<file path="src/rtl/friscv_pkg.sv">
// Shared types and constants for the friscv instruction fetch slice.
// Optional misaligned-redirect trapping is selected by FRISCV_FETCH_MISALIGN_TRAP_EN.
package friscv_pkg;

  localparam int ARCH            = 32;
  localparam int ARCH_BYTES      = ARCH / 8;
  localparam int INSTR_BYTES     = ARCH_BYTES;
  localparam int IMEM_ADDR_WIDTH = 32;

  typedef enum logic [1:0] {
    IDLE  = 2'd0,
    RUN   = 2'd1,
    FLUSH = 2'd2
  } fetch_state_e;

  typedef struct packed {
    logic [ARCH-1:0] instr;
    logic [ARCH-1:0] pc;
  } fetch_entry_t;

  // Fetch is word granular, so the byte-offset bits of a target are dropped.
  function automatic logic [ARCH-1:0] word_align(input logic [ARCH-1:0] addr);
    return addr & ~ARCH'(INSTR_BYTES - 1);
  endfunction

endpackage

</file>
<file path="src/rtl/friscv_fetch_if.sv">
// Instruction-memory read port: request/address out, data back one cycle later.
// Shared by the fetch unit (master) and the memory (slave); FRISCV_FETCH_MISALIGN_TRAP_EN does not affect it.
interface friscv_fetch_if;
  import friscv_pkg::*;

  logic                       req;
  logic [IMEM_ADDR_WIDTH-1:0] addr;
  logic [ARCH-1:0]            rdata;

  modport master (output req, output addr, input rdata);
  modport slave  (input req, input addr, output rdata);

endinterface

</file>
<file path="src/rtl/friscv_fetch_skid.sv">
// One-entry skid buffer catching a fetch response that arrives while decode is stalled.
// Identical in every build; FRISCV_FETCH_MISALIGN_TRAP_EN only changes the parent.
module friscv_fetch_skid
  import friscv_pkg::*;
(
  input  logic         clk,
  input  logic         rst,
  input  logic         push,
  input  logic         pop,
  input  logic         clear,
  input  fetch_entry_t push_entry,
  output fetch_entry_t pop_entry,
  output logic         full
);

  // NOTE: sequential state uses non-blocking assignments so every flop
  // samples pre-edge values regardless of block evaluation order.
  always_ff @(posedge clk) begin
    if (rst || clear) begin
      full <= 1'b0;
    end else if (push) begin
      full <= 1'b1;
    end else if (pop) begin
      full <= 1'b0;
    end
  end

  // NOTE: the payload is qualified by 'full', so it carries no reset and
  // can map onto plain datapath flops.
  always_ff @(posedge clk) begin
    if (push) begin
      pop_entry <= push_entry;
    end
  end

endmodule

</file>
<file path="src/rtl/friscv_fetch.sv">
// Instruction fetch: sequential word fetch with redirect, decode stall and a 1-entry skid.
// Define FRISCV_FETCH_MISALIGN_TRAP_EN to add misalign_o and block fetch on misaligned redirects.
module friscv_fetch
  import friscv_pkg::*;
#(
  parameter logic [ARCH-1:0] RESET_PC = 32'h0000_0000
) (
  input  logic             clk,
  input  logic             rst,
  input  logic             stall_i,
  input  logic             redirect_i,
  input  logic [ARCH-1:0]  redirect_pc_i,
  friscv_fetch_if.master   imem,
  output logic [ARCH-1:0]  instr_o,
  output logic [ARCH-1:0]  pc_o,
  output logic             valid_o
`ifdef FRISCV_FETCH_MISALIGN_TRAP_EN
  ,
  output logic             misalign_o
`endif
);

  fetch_state_e    state_q;
  logic [ARCH-1:0] pc_q;
  logic [ARCH-1:0] tag_q;
  logic            inflight_q;
  logic            misalign_q;
  logic            redirect_misaligned;
  logic            fetch_en;
  logic            skid_full;
  logic            skid_push;
  logic            skid_pop;
  fetch_entry_t    skid_entry;
  fetch_entry_t    resp_entry;

`ifdef FRISCV_FETCH_MISALIGN_TRAP_EN
  assign redirect_misaligned = redirect_i && (redirect_pc_i[1:0] != 2'b00);
  assign misalign_o          = misalign_q;

  // A misaligned target parks the fetcher until software redirects again.
  always_ff @(posedge clk) begin
    if (rst) begin
      misalign_q <= 1'b0;
    end else if (redirect_i) begin
      misalign_q <= redirect_misaligned;
    end
  end
`else
  assign redirect_misaligned = 1'b0;
  assign misalign_q          = 1'b0;
`endif

  // New requests only when nothing is parked in the skid, so order is kept.
  assign fetch_en = !rst && (state_q == RUN || state_q == FLUSH) && !stall_i
                    && !skid_full && !misalign_q;

  assign imem.req  = fetch_en;
  assign imem.addr = pc_q[IMEM_ADDR_WIDTH-1:0];

  assign resp_entry = '{instr: imem.rdata, pc: tag_q};
  assign skid_push  = inflight_q && stall_i && !redirect_i;
  assign skid_pop   = skid_full && !stall_i && !redirect_i;

  friscv_fetch_skid u_skid (
    .clk        (clk),
    .rst        (rst),
    .push       (skid_push),
    .pop        (skid_pop),
    .clear      (redirect_i),
    .push_entry (resp_entry),
    .pop_entry  (skid_entry),
    .full       (skid_full)
  );

  always_ff @(posedge clk) begin
    if (rst) begin
      state_q    <= IDLE;
      pc_q       <= RESET_PC;
      tag_q      <= '0;
      inflight_q <= 1'b0;
      valid_o    <= 1'b0;
      instr_o    <= '0;
      pc_o       <= '0;
    end else begin
      unique case (state_q)
        IDLE:    state_q <= RUN;
        RUN:     if (redirect_i) state_q <= FLUSH;
        FLUSH:   if (!redirect_i) state_q <= RUN;
        default: state_q <= IDLE;
      endcase

      // Redirect kills whatever is returning this cycle.
      inflight_q <= fetch_en && !redirect_i;
      if (fetch_en) begin
        tag_q <= pc_q;
      end

      if (redirect_i) begin
        pc_q    <= word_align(redirect_pc_i);
        valid_o <= 1'b0;
        if (redirect_misaligned) begin
          pc_o <= redirect_pc_i;
        end
      end else begin
        if (fetch_en) begin
          pc_q <= pc_q + ARCH'(INSTR_BYTES);
        end
        if (!stall_i) begin
          if (skid_full) begin
            valid_o <= 1'b1;
            instr_o <= skid_entry.instr;
            pc_o    <= skid_entry.pc;
          end else if (inflight_q) begin
            valid_o <= 1'b1;
            instr_o <= resp_entry.instr;
            pc_o    <= resp_entry.pc;
          end else begin
            valid_o <= 1'b0;
          end
        end
      end
    end
  end

endmodule

</file>
<file path="src/flat_wrapper.sv">
// flat-port wrapper written by rule: the top's interface ports become plain ports
module friscv_fetch_flat import friscv_pkg::*;
#(
  parameter logic [ARCH-1:0] RESET_PC = 32'h0000_0000
)
  (clk, rst, stall_i, redirect_i, redirect_pc_i, instr_o, pc_o, valid_o, imem_req, imem_addr, imem_rdata);
  friscv_fetch_if imem_i ();
  input  logic clk;
  input  logic rst;
  input  logic stall_i;
  input  logic redirect_i;
  input  logic [ARCH-1:0] redirect_pc_i;
  output logic [ARCH-1:0] instr_o;
  output logic [ARCH-1:0] pc_o;
  output logic valid_o;
  output wire logic [$bits(imem_i.req)-1:0] imem_req;
  output wire logic [$bits(imem_i.addr)-1:0] imem_addr;
  input wire logic [$bits(imem_i.rdata)-1:0] imem_rdata;
  assign imem_req = imem_i.req;
  assign imem_addr = imem_i.addr;
  assign imem_i.rdata = imem_rdata;
  friscv_fetch #(.RESET_PC(RESET_PC)) u_core (.clk(clk), .rst(rst), .stall_i(stall_i), .redirect_i(redirect_i), .redirect_pc_i(redirect_pc_i), .imem(imem_i), .instr_o(instr_o), .pc_o(pc_o), .valid_o(valid_o));
endmodule
</file>
<file path="config.mk">
export PLATFORM = sky130hd
export DESIGN_NAME = friscv_fetch_flat
export DESIGN_NICKNAME = d
export VERILOG_FILES = /design/src/rtl/friscv_pkg.sv /design/src/rtl/friscv_fetch_if.sv /design/src/rtl/friscv_fetch_skid.sv /design/src/rtl/friscv_fetch.sv /design/src/flat_wrapper.sv
export SDC_FILE = /design/constraint.sdc
export NUM_CORES = 1
export LEC_CHECK = 0
export ABC_AREA = 1
export CAP_MARGIN = 20
export CORE_MARGIN = 3
export CORE_UTILIZATION = 51
export DETAILED_ROUTE_END_ITERATION = 8
export PLACE_DENSITY_LB_ADDON = 0.15
export SYNTH_ARGS = -nofsm -noshare
export SYNTH_HDL_FRONTEND = slang
export SYNTH_SLANG_ARGS = --single-unit
</file>
<file path="constraint.sdc">
create_clock -name clk -period 8.9 [get_ports clk]
set_input_delay 1.78 -clock clk [delete_from_list [all_inputs] [get_ports clk]]
set_output_delay 1.78 -clock clk [all_outputs]
set_load 0.02 [all_outputs]
</file>
* Word-level counts from Yosys, hierarchy flattened
Cells that the tools add are included.
Operators by class: add/sub/neg operators 1, equal/unequal tests 4, bitwise logic cells 2, reduce and logical (&&, ||, !) cells 21, mux-type cells 13
Operators with widths (count):
- $mux W32 | 6
- $add A32 B3 Y32 const B | 1
- $logic_and A1 B1 Y1 | 8
- $pmux W2 S3 | 1
- $reduce_bool A2 Y1 | 3
- $logic_not A1 Y1 | 4
- $mux W1 | 4
- $mux W2 | 2
- $ne A2 B2 Y1 const B | 2
- $reduce_and A3 Y1 | 1
- $eq A2 B1 Y1 const B | 1
- $eq A2 B2 Y1 const B | 1
- $logic_not A2 Y1 | 1
- $logic_or A1 B1 Y1 | 2
- $not A1 Y1 | 2
- $reduce_and A2 Y1 | 1
- $reduce_or A2 Y1 | 1
Storage, ports and cells: output and inout bits 98, flip-flop bits (word level) 197

* Depth between registers and ports, before layout
Gate-level depths: netlist (run 1).
depth after elaboration 7, gate-level depth with buffers 10, depth with buffers taken out 10

* Cells and area by module
A second synthesis (run 1) with hierarchy kept.
Second synthesis, totals: cell total of the unflattened synthesis 955, area, all modules 8129.0 sq um
By module, submodules not included:
- friscv_fetch | cells each 883, area an instance 6155.9 sq um, instances 1
- friscv_fetch_skid | cells each 72, area an instance 1973.1 sq um, instances 1

* Worst setup path before layout (run 1)
Ideal clock, no wire load.
kind input port to flip-flop, start point in redirect_i, end point reg u_core.u_skid.pop_entry[10] in the netlist's numbering, enable pin, slack 1.890 ns, data required time 8.342 ns, data arrival time 6.451 ns, path buffers 2, library setup time 0.558 ns, stages 3, cells stage by stage buf_2 > clkbuf_1 > nor3_1
On the way: longest elaborated chain between the ends 2
Ends and longest elaborated chain:
- start, declared | RTL line flat_wrapper.sv:11 | input logic redirect_i;
- $logic_not A1 Y1 | RTL line friscv_fetch.sv:61 | assign skid_push = inflight_q && stall_i && !redirect_i;
- $logic_and A1 B1 Y1 | RTL line friscv_fetch.sv:61
- named net u_core.skid_push | RTL line friscv_fetch.sv:31 | logic skid_push;
- end signal, assigned | RTL line friscv_fetch_skid.sv:32 | pop_entry <= push_entry;
- end, declared | RTL line friscv_fetch_skid.sv:12 | output fetch_entry_t pop_entry,
The timed path passes the listed nets, and every way through them passes these cells. A chain may end at the register's enable or synchronous reset.

* Final worst setup path (run 1)
start point in rst, end point out imem_req
On the way: longest elaborated chain between the ends 4
Ends and longest elaborated chain:
- start, declared | RTL line flat_wrapper.sv:9 | input logic rst;
- $logic_not A1 Y1 | RTL line friscv_fetch.sv:54 | assign fetch_en = !rst && (state_q == RUN || state_q == FLUSH) && !stall_i
- $logic_and A1 B1 Y1 (2 in series) | RTL line friscv_fetch.sv:54
- $logic_and A1 B1 Y1 | RTL line friscv_fetch.sv:55 | && !skid_full && !misalign_q;
- end, declared | RTL line flat_wrapper.sv:16 | output wire logic [$bits(imem_i.req)-1:0] imem_req;
Every way passes these cells.

==> results of run 1 <==
[power by group through the flow]
| stage | logic (W) | registers [W] | clock network (W) |
|---|---|---|---|
| finish | 0.000263 | 0.000975 | 0.000720 |
| global route | 0.000290 | 0.000981 | 0.000766 |
| CTS | 0.000263 | 0.000974 | 0.000731 |
| detailed placement | 0.000261 | 0.000993 | 0 |
| global placement | 0.000258 | 0.000990 | 0 |
| floorplan | 0.000132 | 0.00101 | 0 |
[routing by layer]
layer	vias up	routed length (um)	track usage (%)
li1	3325	-	-
met1	2932	8920	32.6
met2	230	8160	33.6
met3	32	1230	4.53
met4	0	445	9.29
met5	-	0	0
[kinds of logic (layout without fill, tap and decap cells)]
logic type / after synthesis / in the layout / share of synthesized area [%]
flip-flops: 189 / 189 / 56.7
XOR/XNOR: 10 / 10 / 1.13
AND/OR/NAND/NOR: 393 / 393 / 21.0
buffers and inverters: 110 / 250 / 6.04
other: 1 / 4 / 0.0482
adder cells (fa/ha/maj): 4 / 4 / 0.644
AO/OA/AOI/OAI: 205 / 205 / 14.5
[registers in the layout, indices dropped and copies added (netlist names)]
signal                   count
u_core.u_skid.pop_entry     62
u_core.instr_o              32
u_core.imem.addr            30
u_core.pc_o                 30
u_core.tag_q                30
u_core.state_q               2
u_core.inflight_q            1
u_core.u_skid.full           1
u_core.valid_o               1
[worst max path at each step]
stage                     depth (start not counted)  slack (ns)                                    end
final                                             5        2.51                               imem_req
after detailed placement                          5        2.52                               imem_req
after CTS                                         5        2.50                               imem_req
after global routing                              5        2.28                               imem_req
after floorplan                                   3        1.89  u_core.u_skid.pop_entry[10]$_DFFE_PP_
after global placement                            5        2.52                               imem_req
[Yosys cell counts (4+ instances only)]
master	number	area, um2
nand3_1	52	260
and2_1	4	25.0
inv_1	47	176
dfxtp_1	127	2540
buf_4	8	60.1
a31oi_1	70	438
nand2_1	285	1070
nor2_1	36	135
inv_2	4	15.0
buf_2	19	95.1
ha_1	4	50.1
o21ai_0	109	546
a21oi_1	20	100
xor2_1	8	70.1
nor3_1	4	20.0
clkbuf_1	29	109
edfxtp_1	62	1860
[through the flow]
stage | cell area [um2] | hold slack, ns
2_1_floorplan | 7780 | 0.425
3_3_place_gp | 9390 | 0.440
3_5_place_dp | 9390 | 0.445
4_1_cts | 9950 | 0.461
5_1_grt | 9970 | 0.471
6_report | 9970 | 0.461
[final cells by class]
type / count / area share, %
Clock inverter: 10 / 0.879
Timing Repair Buffer: 166 / 16.6
Inverter: 52 / 1.98
Sequential cell: 189 / 44.2
Tap cell: 184 / 2.31
Clock buffer: 22 / 4.76
Multi-Input combinational cell: 616 / 29.2
[critical path, delay by kind of cell]
kind	cells	cell delay (ns)
buf+inv	4	2.37
simple gates	1	0.46
==> impl_metrics.tcl, run 1 <==
set metrics [dict create \
    status "complete, no violations" \
    worstReg2RegStart "u_core.state_q[0]$_SDFFE_PP0P_" \
    hold_viol_final 0 \
    required_ns 7.12 \
    drive_above_1_share_pct 5.02 \
    num_vias 6519 \
    drc 0 \
    place_congestion 0.933 \
    peakVddDrop_v 0.000143 \
    register_area_um2 4410 \
    cp_max_fo 54 \
    layout.nets 1114 \
    swShare_pct 25.7 \
    avgSynthCellArea_um2 8.52 \
    drv_cap 0 \
    gr-total-overflow 0 \
    grt_max_degree 125 \
    first_iter_violations 445 \
    synthToLayoutAreaGrowth_pct 28.2 \
    pre_cts_ws_ns 2.52 \
    port_buffers 159 \
    arrival_ns 4.61 \
    rows 44 \
    ctsRootBufferMaster "clkbuf_16" \
    clock_latency_ns 0.42 \
    synth_edf_count 62 \
    grt_pass1_wl_um 30000 \
    critPathSlowestCell "clkdlybuf4s50_1" \
    cts_buffers 17 \
    setup-tns-final_ns 0 \
    slew_headroom_pct 33.1 \
    startpoint_type "input pin" \
    yosysUniqueCellTypes 35 \
    synthArstFlopShare_pct 0 \
    cp_cell_sequence "clkdlybuf4s50_1, inv_2, nand3_4, inv_1, clkdlybuf4s50_1" \
    final_cell_mix "nand2_1, clkdlybuf4s50_1, dfxtp_1" \
    cpPeakStageDelay_ns 0.92 \
    cp-end-kind "output pin" \
    dieArea_um2 16800 \
    final_util_pct 67.8 \
    grt_usage_pct 22.6 \
    ys.flop_type "dfxtp_1" \
    finalCriticalPeriod_ns 6.39 \
    ctsResizeCount 0 \
    max_slew.worst_pin.slew_ns 1.00 \
    syn-cell-area_um2 7770 \
    clk_path_buf_depth 2 \
    power_w 0.00196 \
    holdBufCountCts 0 \
    power_density_nw_per_um2 196 \
    share_seq_of_total_power_pct 49.8 \
    hold_depth 0 \
    viasPerCell 5.26 \
    max_freq_mhz 156 \
    clkPwrFrac_pct 36.8 \
    rsz0062_at_grt "false" \
    r2r_end "u_core.imem.addr[14]$_SDFFE_PP0P_" \
    r2r_cells 9 \
    ys_ff_latch 189 \
    leakagePower_nw 3.59 \
    yosys_warnings 0 \
    cp_common_cell "clkdlybuf4s50_1" \
    antenna_found_initial 0 \
    min_from "u_core.tag_q[21]$_SDFFE_PP0P_" \
    crit_start "rst" \
    reg2reg_slack_ns 6.34 \
    min_path_type "flop to flop" \
    cts_setup_buffers 0 \
    filler_cell_count 1238 \
    path_class "input pin to output pin" \
    grt_pass1_vias 6035 \
    multiInputGateArea_um2 2920 \
    dieWidth_um 129 \
    period_share_pct 71.8 \
    p_switching_w 0.000503 \
    io_pins 166 \
    ys_seq_area_share_pct 56.7 \
    fin_skew_ns 0.00581 \
    final_common_cell "nand2_1" \
    coreArea_um2 14700 \
    cts.reportedPaths.clkPinSlew_ns 0.07 \
    finalNonFillerCells 1239 \
    dpl.hpwl_um 11900 \
    htreeDepth 4 \
    antenna_cells 0 \
    maxSlewViolCount 0 \
    drt_first_pass_iters 5 \
    intPower_w 0.00145 \
    die_y_um 129 \
    clkSinkCount 189 \
    wirelength_um 18800 \
    finalSetupViolCount 0 \
    cts_tree "yes" \
    dp_cells 1206 \
    syn_inst 912 \
    start_util_pct 52.9 \
    setup_slack_ns 2.51 \
    combPwrFrac_pct 13.4 \
    min_to "u_core.u_skid.pop_entry[21]$_DFFE_PP_" \
    drtAntennaViolNets 0 \
    wire_per_inst_um 15.1 \
]
(Power assumes the default switching activity.)
==> run 2: changes to the inputs <==
- CORE_UTILIZATION: 51 -> 46
- clock period: 8.9 -> 5.2 ns (I/O delays scaled with it)
==> run 2 against run 1 <==
First-iteration DRC count is 16% lower. Critical path depth is 1 higher. Largest cell class unchanged. Hold slack worse by 0.0018 ns. Power is 69% higher. Setup slack worse by 1.2 ns. Wire length is 2.1% higher. Count of clock-buffer cells in the layout is 3 lower. Cell count is 2.7% higher. Critical endpoint unchanged. Die area is 10% higher. Non-clock buffer count is 2 higher. Flip-flop and latch count stayed put.
==> impl_metrics.tcl, run 2 (synthesized netlist as in run 1, its figures left out) <==
set metrics [dict create \
    status "complete, no violations" \
    period_share_pct 74.0 \
    synthToLayoutAreaGrowth_pct 28.8 \
    start_util_pct 47.9 \
    finalSetupViolCount 0 \
    setup-tns-final_ns 0 \
    slew_headroom_pct 34.7 \
    routed.top_layer "met4" \
    path_class "input pin to output pin" \
    filler_cell_count 1477 \
    num_vias 6514 \
    largest-register "u_core.u_skid.pop_entry" \
    port_buffers 159 \
    r2r_cells 10 \
    cts_buffers 17 \
    wl_met3_um 1260 \
    final_util_pct 61.7 \
    power_density_nw_per_um2 330 \
    max_slew.worst_pin.slew_ns 0.980 \
    drc 0 \
    startpoint_type "input pin" \
    coreArea_um2 16200 \
    ctsResizeCount 0 \
    gr-total-overflow 0 \
    clk_path_buf_depth 2 \
    max_freq_mhz 260 \
    share_seq_of_total_power_pct 50.5 \
    wl_met2_um 8370 \
    p_switching_w 0.000860 \
    drt_first_pass_iters 5 \
    wire_per_inst_um 15.0 \
    grt_pass1_wl_um 30700 \
    place_congestion 0.916 \
    clock_latency_ns 0.42 \
    drv_cap 0 \
    rsz0062_at_grt "false" \
    wirelength_um 19100 \
    final_cell_mix "nand2_1, clkdlybuf4s50_1, dfxtp_1" \
    first_iter_violations 374 \
    holdBufCountCts 0 \
    clkSinkCount 189 \
    cts_setup_buffers 0 \
    cp-end-kind "output pin" \
    combPwrFrac_pct 13.7 \
    reg_top3 "u_core.u_skid.pop_entry: 62 flops, u_core.instr_o: 32 flops" \
    arrival_ns 2.81 \
    cts_tree "yes" \
    intPower_w 0.00245 \
    fin_skew_ns 0.00696 \
    finalCriticalPeriod_ns 3.85 \
    cts.reportedPaths.clkPinSlew_ns 0.06 \
    leakagePower_nw 3.58 \
    maxSlewViolCount 0 \
    die_y_um 136 \
    peakVddDrop_v 0.000214 \
    final_common_cell "nand2_1" \
    dpl.hpwl_um 12200 \
    cp_max_fo 26 \
    hold_viol_final 0 \
    rows 46 \
    antenna_cells 0 \
    layout.nets 1116 \
    required_ns 4.16 \
    min_path_type "flop to flop" \
    grt_max_degree 125 \
    viasPerCell 5.12 \
    antenna_found_initial 0 \
    drt-met1-wl_um 9150 \
    grt_usage_pct 21.0 \
    drive_above_1_share_pct 4.73 \
    ctsRootBufferMaster "clkbuf_16" \
    clkPwrFrac_pct 35.9 \
    grt_pass1_vias 6164 \
    io_pins 166 \
    largest_reg_flops 62 \
    dieWidth_um 136 \
    hold_depth 0 \
    dieArea_um2 18500 \
    swShare_pct 26.0 \
    drtAntennaViolNets 0 \
    htreeDepth 4 \
]
==> run 2: area by class of cell <==
| class | instances | area, um2 | area share, % |
|---|---|---|---|
| Sequential cell | 189 | 4410 | 44.0 |
| Tap cell | 216 | 270 | 2.70 |
| Clock buffer | 19 | 433 | 4.33 |
| Clock inverter | 13 | 101 | 1.01 |
| Inverter | 52 | 198 | 1.98 |
| Multi-Input combinational cell | 616 | 2920 | 29.2 |
| Timing Repair Buffer | 168 | 1680 | 16.8 |
==> run 2: critical path, cell delays in order <==
cell and delay [ns]:
clkdlybuf4s50_1 0.39, buf_4 0.22, inv_2 0.11, nand3_4 0.07, inv_1 0.28, clkdlybuf4s50_1 0.69
==> run 2: per-layer routing <==
metal | track usage [%] | up-vias
met5 | 0 | -
met4 | 7.45 | 0
met3 | 4.29 | 24
met2 | 31.9 | 218
met1 | 29.8 | 2936
li1 | - | 3336
==> run 2: path summary, 6_finish.rpt <==
kind                            slack (ns)                                    to                      startpoint
worst max register to register        2.71     u_core.imem.addr[14]$_SDFFE_PP0P_  u_core.state_q[0]$_SDFFE_PP0P_
worst max-delay path                  1.35                              imem_req                             rst
worst min-delay path                  0.46  u_core.u_skid.pop_entry[9]$_DFFE_PP_    u_core.tag_q[9]$_SDFFE_PP0P_
worst min register to register        0.46  u_core.u_skid.pop_entry[9]$_DFFE_PP_    u_core.tag_q[9]$_SDFFE_PP0P_
==> run 2: stage by stage <==
| stage | instance area [um2] | cells | setup WS, ns | total power (W) | hold WS [ns] |
|---|---|---|---|---|---|
| after floorplan | 7790 | 915 | 0.826 | 0.00196 | 0.425 |
| after global placement | 9450 | 1240 | 1.36 | 0.00214 | 0.439 |
| after detailed placement | 9450 | 1240 | 1.36 | 0.00215 | 0.444 |
| after CTS | 9980 | 1272 | 1.35 | 0.00334 | 0.459 |
| after global routing | 10000 | 1273 | 1.25 | 0.00345 | 0.467 |
| final | 10000 | 1273 | 1.35 | 0.00330 | 0.460 |
==> run 2: power groups by stage <==
stage,registers (W),clock network [W],logic (W)
finish,0.00167,0.00119,0.000452
global route,0.00168,0.00127,0.000502
CTS,0.00167,0.00122,0.000454
detailed placement,0.00170,0,0.000451
global placement,0.00170,0,0.000447
floorplan,0.00173,0,0.000226
==> run 3: changes to the inputs <==
- CORE_UTILIZATION: 46 -> 51
- clock period: 5.2 -> 3.8 ns (I/O delays scaled with it)
==> run 3 against run 2 <==
Setup slack got worse by 0.82 ns. Hold slack got worse by 0.0010 ns. Critical path depth decreased by 1. Global-route usage increased by 1.4 points. Wire length decreased by 3.7%. Clock power increased by 41%. Die area decreased by 9.4%. Core utilization increased by 6.2 points. Via count increased by 0.34%. Critical path type unchanged. Largest cell class unchanged. Highest routed layer unchanged.
==> impl_metrics.tcl, run 3 (synthesized netlist as in run 1, its figures left out) <==
set metrics [dict create \
    status "complete, no violations" \
    drv_cap 0 \
    die_y_um 129 \
    finalCriticalPeriod_ns 3.27 \
    clk_path_buf_depth 2 \
    dieArea_um2 16800 \
    max_slew.worst_pin.slew_ns 0.984 \
    holdBufCountCts 0 \
    gr-total-overflow 0 \
    grt_max_degree 125 \
    finalSetupViolCount 0 \
    final_common_cell "nand2_1" \
    power_density_nw_per_um2 459 \
    htreeDepth 4 \
    share_seq_of_total_power_pct 49.8 \
    grt_usage_pct 22.3 \
    path_class "input pin to output pin" \
    drc 0 \
    place_congestion 0.942 \
    cts_buffers 17 \
    port_buffers 159 \
    num_vias 6536 \
    antenna_found_initial 0 \
    cts.reportedPaths.clkPinSlew_ns 0.07 \
    cp_cell_sequence "clkdlybuf4s50_1, nor2_1, nand3_4, inv_1, clkdlybuf4s50_1" \
    clock_latency_ns 0.42 \
    reg2reg_slack_ns 1.30 \
    cpPeakStageDelay_ns 0.68 \
    critPathSlowestCell "clkdlybuf4s50_1" \
    ctsRootBufferMaster "clkbuf_16" \
    swShare_pct 25.5 \
    antenna_cells 0 \
    setup-tns-final_ns 0 \
    synthToLayoutAreaGrowth_pct 28.4 \
    startpoint_type "input pin" \
    arrival_ns 2.51 \
    cts_setup_buffers 0 \
    leakagePower_nw 3.60 \
    final_cell_mix "nand2_1, clkdlybuf4s50_1, dfxtp_1" \
    largest-register "u_core.u_skid.pop_entry" \
    clkSinkCount 189 \
    drive_above_1_share_pct 5.02 \
    fin_area_um2 9980 \
    grt_pass1_vias 5936 \
    hold_viol_final 0 \
    fin_skew_ns 0.00687 \
    dpl_cell_area_um2 9420 \
    cts_tree "yes" \
    dpl.hpwl_um 12000 \
    p_switching_w 0.00117 \
    start_util_pct 52.9 \
    coreArea_um2 14700 \
    intPower_w 0.00341 \
    wire_per_inst_um 14.9 \
    ctsResizeCount 0 \
    viasPerCell 5.27 \
    drtAntennaViolNets 0 \
    layout.nets 1115 \
    first_iter_violations 427 \
    max_freq_mhz 306 \
    rsz0062_at_grt "false" \
    cp-end-kind "output pin" \
    wirelength_um 18400 \
    final_util_pct 67.9 \
    required_ns 3.04 \
    maxSlewViolCount 0 \
    rows 44 \
    filler_cell_count 1215 \
    cp_max_fo 11 \
    min_path_type "flop to flop" \
    dieWidth_um 129 \
    reg_top3 "u_core.u_skid.pop_entry: 62 flops, u_core.instr_o: 32 flops" \
    combPwrFrac_pct 13.5 \
    peakVddDrop_v 0.000344 \
    slew_headroom_pct 34.4 \
    clkPwrFrac_pct 36.8 \
    period_share_pct 86.0 \
    cp_common_cell "clkdlybuf4s50_1" \
    grt_pass1_wl_um 29700 \
    io_pins 166 \
    largest_reg_flops 62 \
    drt_first_pass_iters 5 \
]
[run 3: final timing paths]
check / startpoint / to / depth (start not counted)
worst min register to register: u_core.tag_q[29]$_SDFFE_PP0P_ / u_core.u_skid.pop_entry[29]$_DFFE_PP_ / 0
worst max-delay path: stall_i / imem_req / 5
worst max register to register: u_core.state_q[0]$_SDFFE_PP0P_ / u_core.imem.addr[14]$_SDFFE_PP0P_ / 10
worst min-delay path: u_core.tag_q[29]$_SDFFE_PP0P_ / u_core.u_skid.pop_entry[29]$_DFFE_PP_ / 0
[run 3: cell type report]
class | instances | area [um2] | area share (%)
Sequential cell | 189 | 4410 | 44.1
Inverter | 52 | 198 | 1.98
Clock inverter | 10 | 87.6 | 0.877
Timing Repair Buffer | 167 | 1660 | 16.7
Tap cell | 184 | 230 | 2.31
Multi-Input combinational cell | 616 | 2920 | 29.3
Clock buffer | 22 | 475 | 4.76
[run 3: critical path, delay by kind of cell]
family	cells	cell delay (ns)
buffers and inverters	3	1.44
and+or+nand+nor	2	0.31
[run 3: through the flow]
step / total power (W) / hold WS [ns] / setup slack (ns) / cells
after floorplan: 0.00268 / 0.425 / 0.634 / 915
after global placement: 0.00293 / 0.440 / 0.565 / 1208
after detailed placement: 0.00294 / 0.441 / 0.540 / 1208
after CTS: 0.00462 / 0.458 / 0.525 / 1240
after global routing: 0.00477 / 0.473 / 0.418 / 1240
final: 0.00458 / 0.459 / 0.531 / 1240
[run 3: per-layer routing]
layer	GRT usage [%]	vias up	routed length (um)
met1	32.3	2959	8850
met3	4.58	26	1060
li1	-	3341	-
met4	7.70	0	396
met2	33.7	210	8130
met5	0	-	0
[run 3: power by group through the flow]
| stage | registers, W | logic, W | clock network, W |
|---|---|---|---|
| CTS | 0.00228 | 0.000621 | 0.00172 |
| floorplan | 0.00237 | 0.000311 | 0 |
| finish | 0.00228 | 0.000617 | 0.00168 |
| detailed placement | 0.00232 | 0.000618 | 0 |
| global placement | 0.00232 | 0.000608 | 0 |
| global route | 0.00229 | 0.000687 | 0.00179 |
